### src/rtl/sw_debounce_latch.sv
// Switch/key front-end: two-flop synchronisers, debounce FSMs for the 8 switches
// and the push button, and a live/latch output register feeding the encoder X input.
module sw_debounce_latch #(
   parameter int unsigned CNT_MAX = 1_000_000,
   parameter int unsigned CW      = 20
) (
   input  logic       clk,
   input  logic       rst,
   input  logic [7:0] sw,
   input  logic       key_n,
   input  logic       live,
   output logic [7:0] x_out,
   output logic       x_valid,
   output logic       busy
);

   typedef enum logic {
      ST_IDLE  = 1'b0,
      ST_COUNT = 1'b1
   } state_t;

   localparam logic [CW-1:0] CNT_LAST = CW'(CNT_MAX - 1);
   localparam logic [CW-1:0] CNT_ONE  = CW'(1);
   localparam logic [CW-1:0] CNT_ZERO = CW'(0);

   logic [7:0]    sw_meta_q, sw_s_q;
   logic          key_meta_q, key_s_q;

   state_t        sw_state_q, sw_state_d;
   logic [7:0]    stable_q, stable_d;
   logic [7:0]    sw_cand_q, sw_cand_d;
   logic [CW-1:0] sw_cnt_q, sw_cnt_d;
   logic          sw_commit_s;

   state_t        key_state_q, key_state_d;
   logic          key_db_q, key_db_d;
   logic          key_cand_q, key_cand_d;
   logic [CW-1:0] key_cnt_q, key_cnt_d;
   logic          key_press_s;

   logic [7:0]    x_out_q, x_out_d;
   logic          x_valid_q, x_valid_d;
   logic          busy_q, busy_d;

   // Switch debounce: a bounce back to the old level abandons, any further change restarts.
   always_comb begin
      sw_state_d  = sw_state_q;
      stable_d    = stable_q;
      sw_cand_d   = sw_cand_q;
      sw_cnt_d    = sw_cnt_q;
      sw_commit_s = 1'b0;
      case (sw_state_q)
         ST_IDLE: begin
            if (sw_s_q != stable_q) begin
               sw_state_d = ST_COUNT;
               sw_cnt_d   = CNT_ZERO;
               sw_cand_d  = sw_s_q;
            end else begin
               sw_state_d = ST_IDLE;
            end
         end
         ST_COUNT: begin
            if (sw_s_q == stable_q) begin
               sw_state_d = ST_IDLE;
            end else if (sw_s_q != sw_cand_q) begin
               sw_cnt_d  = CNT_ZERO;
               sw_cand_d = sw_s_q;
            end else if (sw_cnt_q == CNT_LAST) begin
               sw_commit_s = 1'b1;
               stable_d    = sw_cand_q;
               sw_state_d  = ST_IDLE;
            end else begin
               sw_cnt_d = sw_cnt_q + CNT_ONE;
            end
         end
         default: begin
            sw_state_d = ST_IDLE;
         end
      endcase
   end

   // Key debounce: same structure, 1 bit; only a 1->0 commit is a press event.
   always_comb begin
      key_state_d = key_state_q;
      key_db_d    = key_db_q;
      key_cand_d  = key_cand_q;
      key_cnt_d   = key_cnt_q;
      key_press_s = 1'b0;
      case (key_state_q)
         ST_IDLE: begin
            if (key_s_q != key_db_q) begin
               key_state_d = ST_COUNT;
               key_cnt_d   = CNT_ZERO;
               key_cand_d  = key_s_q;
            end else begin
               key_state_d = ST_IDLE;
            end
         end
         ST_COUNT: begin
            if (key_s_q == key_db_q) begin
               key_state_d = ST_IDLE;
            end else if (key_s_q != key_cand_q) begin
               key_cnt_d  = CNT_ZERO;
               key_cand_d = key_s_q;
            end else if (key_cnt_q == CNT_LAST) begin
               key_press_s = ~key_cand_q;
               key_db_d    = key_cand_q;
               key_state_d = ST_IDLE;
            end else begin
               key_cnt_d = key_cnt_q + CNT_ONE;
            end
         end
         default: begin
            key_state_d = ST_IDLE;
         end
      endcase
   end

   // Output load; stable_d already carries a same-cycle switch commit.
   always_comb begin
      x_out_d   = x_out_q;
      x_valid_d = 1'b0;
      busy_d    = (sw_state_d == ST_COUNT);
      if (live) begin
         if (sw_commit_s) begin
            x_out_d   = sw_cand_q;
            x_valid_d = 1'b1;
         end else begin
            x_valid_d = 1'b0;
         end
      end else if (key_press_s) begin
         x_out_d   = stable_d;
         x_valid_d = 1'b1;
      end else begin
         x_valid_d = 1'b0;
      end
   end

   // State registers with synchronous reset.
   always_ff @(posedge clk) begin
      if (rst) begin
         sw_meta_q   <= 8'h00;
         sw_s_q      <= 8'h00;
         key_meta_q  <= 1'b1;
         key_s_q     <= 1'b1;
         sw_state_q  <= ST_IDLE;
         stable_q    <= 8'h00;
         sw_cand_q   <= 8'h00;
         sw_cnt_q    <= CNT_ZERO;
         key_state_q <= ST_IDLE;
         key_db_q    <= 1'b1;
         key_cand_q  <= 1'b1;
         key_cnt_q   <= CNT_ZERO;
         x_out_q     <= 8'h00;
         x_valid_q   <= 1'b0;
         busy_q      <= 1'b0;
      end else begin
         sw_meta_q   <= sw;
         sw_s_q      <= sw_meta_q;
         key_meta_q  <= key_n;
         key_s_q     <= key_meta_q;
         sw_state_q  <= sw_state_d;
         stable_q    <= stable_d;
         sw_cand_q   <= sw_cand_d;
         sw_cnt_q    <= sw_cnt_d;
         key_state_q <= key_state_d;
         key_db_q    <= key_db_d;
         key_cand_q  <= key_cand_d;
         key_cnt_q   <= key_cnt_d;
         x_out_q     <= x_out_d;
         x_valid_q   <= x_valid_d;
         busy_q      <= busy_d;
      end
   end

   assign x_out   = x_out_q;
   assign x_valid = x_valid_q;
   assign busy    = busy_q;

endmodule

### config.mk
export PLATFORM = sky130hd
export DESIGN_NAME = sw_debounce_latch
export DESIGN_NICKNAME = d
export VERILOG_FILES = /design/src/rtl/sw_debounce_latch.sv
export SDC_FILE = /design/constraint.sdc
export NUM_CORES = 1
export LEC_CHECK = 0
export CAP_MARGIN = 20
export CORE_ASPECT_RATIO = 1.1
export CORE_MARGIN = 2
export CORE_UTILIZATION = 40
export DETAILED_ROUTE_END_ITERATION = 8
export PLACE_DENSITY = 0.66
export SLEW_MARGIN = 20
export SYNTH_ARGS = -nofsm -noshare
export SYNTH_HDL_FRONTEND = slang
export SYNTH_SLANG_ARGS = --single-unit
### constraint.sdc
create_clock -name clk -period 3.5 [get_ports clk]
set_clock_uncertainty 0.1 [all_clocks]
set_input_delay 0.875 -clock clk [delete_from_list [all_inputs] [get_ports clk]]
set_output_delay 0.875 -clock clk [all_outputs]
set_load 0.02 [all_outputs]
==> results.sh <==
export IMPL_wirelength_um=7960
export IMPL_synth_top_family_by_area="simple AND/OR/NAND/NOR gates"
export IMPL_maxCapViolCount=0
export IMPL_avgSynthCellArea_sq_um=8.83
export IMPL_place_inst=565
export IMPL_combPwrFrac_pct=6.9
export IMPL_grt_overflow_total=0
export IMPL_synthXorXnorAreaFrac_pct=10.4
export IMPL_nNetsFinal=473
export IMPL_max_stage_delay_ns=0.63
export IMPL_synthTopCellsByArea="dfxtp_1, xnor2_1, a21oi_1, nor2_1, nand2_1"
export IMPL_ys_warn_count=0
export IMPL_antenna_found_initial=0
export IMPL_hold_viol=0
export IMPL_synth_compound_area_share_pct=11.8
export IMPL_max_slew_margin_pct=35.5
export IMPL_place_area_sq_um=4190
export IMPL_critPathCapture="x_out[2]"
export IMPL_cts_root_buf="clkbuf_8"
export IMPL_io_pins=22
export IMPL_yosysUniqueCellTypes=52
export IMPL_critPathSlowestCell="o41ai_4"
export IMPL_rows=37
export IMPL_synth_seq_area_share_pct=45.1
export IMPL_synth_nets=451
export IMPL_post_cts_resized=0
export IMPL_synth_area_sq_um=3860
export IMPL_whs_path_depth=1
export IMPL_clock_sinks=87
export IMPL_htree_levels=3
export IMPL_cts_setup_buffers=0
export IMPL_seq_area_sq_um=1740
export IMPL_finalSetupViolCount=0
export IMPL_hp_class="reg2reg"
export IMPL_synthMuxAreaShare_pct=1.30
export IMPL_area_delta_synth_final_pct=13.1
export IMPL_cp_required_ns=3.68
export IMPL_multi_input_area_sq_um=2010
export IMPL_initialDrtViolationCount=204
export IMPL_pwr_share_clk_pct=35.3
export IMPL_fin_area_sq_um=4360
export IMPL_reg2reg_from="sw_cnt_q[10]"
export IMPL_dieArea_sq_um=10500
export IMPL_ys_ff_latch=87
export IMPL_path_clk_slew_ns=0.08
export IMPL_port_buffers=21
export IMPL_initial_core_util_pct=41.3
export IMPL_pwr_share_seq_pct=57.8
export IMPL_synthArstFlopShare_pct=0
export IMPL_fin_crit_ns=2.93
export IMPL_ir_drop_mv=0.248
export IMPL_grt_pass1_wl_um=13800
export IMPL_cp_startpoint="sw_cnt_q[10]"
export IMPL_clock_path_buffers=2
export IMPL_cts_tree="yes"
export IMPL_synth_edf_count=0
export IMPL_grt_max_degree=30
export IMPL_grtUsageTotal_pct=16.0
export IMPL_firstDrtPassIters=4
export IMPL_p_sw_share_pct=24.7
export IMPL_yosysTopAreaCell="dfxtp_1"
export IMPL_ff2ff_path_depth=6
export IMPL_place_congestion=0.771
export IMPL_vias=3078
export IMPL_setup_tns_ns=0
export IMPL_endpoint_kind="flip-flop"
export IMPL_clk_latency_ns=0.36
export IMPL_rsz0062_at_grt="false"
export IMPL_timing_reg2reg_setup_slack_ns=0.57
export IMPL_die_h_um=107
export IMPL_instances_no_fill=580
export IMPL_core_area_sq_um=9350
export IMPL_switchingPower_mw=0.437
export IMPL_synth_most_common_cell="dfxtp_1"
export IMPL_fillers=902
export IMPL_grt_pass1_vias=2980
export IMPL_p_leak_nw=1.46
export IMPL_drc=0
export IMPL_p_int_mw=1.33
export IMPL_crit_chain="or4_1 -> or4_1 -> or3_4 -> o41ai_4 -> o21bai_1 -> a21oi_1"
export IMPL_synth_common_cells="dfxtp_1, nor2_1, nand2_1, xnor2_1, a21oi_1"
export IMPL_drt_antenna_violating_nets=0
export IMPL_criticalPathCategory="reg2reg"
export IMPL_numCtsBuffers=9
export IMPL_worstMarginPinSlew_ns=0.962
export IMPL_synth_simple_area_share_pct=27.7
export IMPL_p_per_area_nw_per_um2=405
export IMPL_synthCells=437
export IMPL_status="finished clean"
export IMPL_synth_top_area_share_pct=45.1
export IMPL_viasPerCell=5.31
export IMPL_synth_ff_type="dfxtp_1"
export IMPL_crit_top_cell="or4_1"
export IMPL_yosys_area_share_adder_pct=0.908
export IMPL_max_clock_freq_ghz=0.342
export IMPL_cp_arrival_ns=3.11
export IMPL_cts_hold_buf=0
export IMPL_dp_hpwl_um=5540
export IMPL_antenna_cells=0
export IMPL_wl_per_cell_um=13.7
export IMPL_drive_gt1_share_pct=9.07
export IMPL_die_w_um=97.7
export IMPL_slew_viol_final=0
export IMPL_crit_fanout=9
export IMPL_crit_path_start_kind="flip-flop"
export IMPL_fin_crit_sh_pct=83.6
export IMPL_r2r_end="x_out[2]"
cells by family (layout without fill, tap and decap cells):
kind of cell,Yosys count,count (layout)
fa+ha+maj,3,3
xor+xnor,46,46
buf+inv,25,51
compound gates,72,72
flops,87,87
mux,5,5
simple gates,199,199
worst min path at each step:
stage	startpoint	end
after detailed placement	key_meta_q	key_s_q
after global placement	key_meta_q	key_s_q
after global routing	key_meta_q	key_s_q
after floorplan	key_meta_q	key_s_q
final	key_meta_q	key_s_q
after CTS	key_meta_q	key_s_q
registers in the layout, indices dropped and copies added (netlist names), 8 cells and up:
| register | count |
|---|---|
| sw_cand_q | 8 |
| sw_cnt_q | 20 |
| key_cnt_q | 20 |
| sw_s_q | 8 |
| stable_q | 8 |
| sw_meta_q | 8 |
| x_out | 8 |
power groups by stage:
| stage | Combinational [mW] | Sequential [mW] | Clock [mW] |
|---|---|---|---|
| global placement | 0.121 | 1.04 | 0 |
| global route | 0.136 | 1.02 | 0.689 |
| CTS | 0.123 | 1.02 | 0.645 |
| detailed placement | 0.122 | 1.04 | 0 |
| floorplan | 0.0798 | 1.04 | 0 |
| finish | 0.122 | 1.02 | 0.623 |
worst max-delay path: cells and delay by family, from the launching register on:
family / cells / cell delay [ns]
compound gates: 3 / 0.88
flops: 1 / 0.37
simple gates: 3 / 1.51
final cells by class:
class	count	share of cell area, %
tap	117	3.35
inverter	7	0.602
sequential	87	39.9
clock buffer	10	3.15
multi-input combinational	325	46.1
timing repair buffer	29	6.08
clock inverter	5	0.774
layout by cell type, fill, tap and decap left out, types with 11 or more instances in the layout:
| cell type | Yosys | layout |
|---|---|---|
| nand2_1 | 41 | 41 |
| clkdlybuf4s50_1 | 0 | 20 |
| xnor2_1 | 37 | 37 |
| dfxtp_1 | 87 | 87 |
| a21oi_1 | 33 | 33 |
| nand4_1 | 11 | 11 |
| nor2_1 | 42 | 42 |
| nor2b_1 | 17 | 17 |
| o21ai_0 | 14 | 14 |
| nand3_1 | 20 | 20 |
routing by layer:
layer  vias to the layer above  GRT usage, %  routed length [um]
met5                         -             0                   0
met2                        55          26.1                3730
li1                       1574             -                   -
met1                      1435          20.3                3750
met3                        14          3.59                 299
met4                         0          7.04                 178
metrics by stage:
| step | setup WS, ns | util, % | hold slack (ns) | power [mW] |
|---|---|---|---|---|
| final | 0.573 | 46.7 | 0.318 | 1.77 |
| after CTS | 0.563 | 46.7 | 0.324 | 1.79 |
| after detailed placement | 0.563 | 44.8 | 0.304 | 1.17 |
| after global placement | 0.651 | 44.8 | 0.291 | 1.16 |
| after global routing | 0.418 | 46.7 | 0.362 | 1.85 |
| after floorplan | 0.917 | - | 0.289 | 1.12 |
Note: power is estimated with default switching activity, not from simulation.
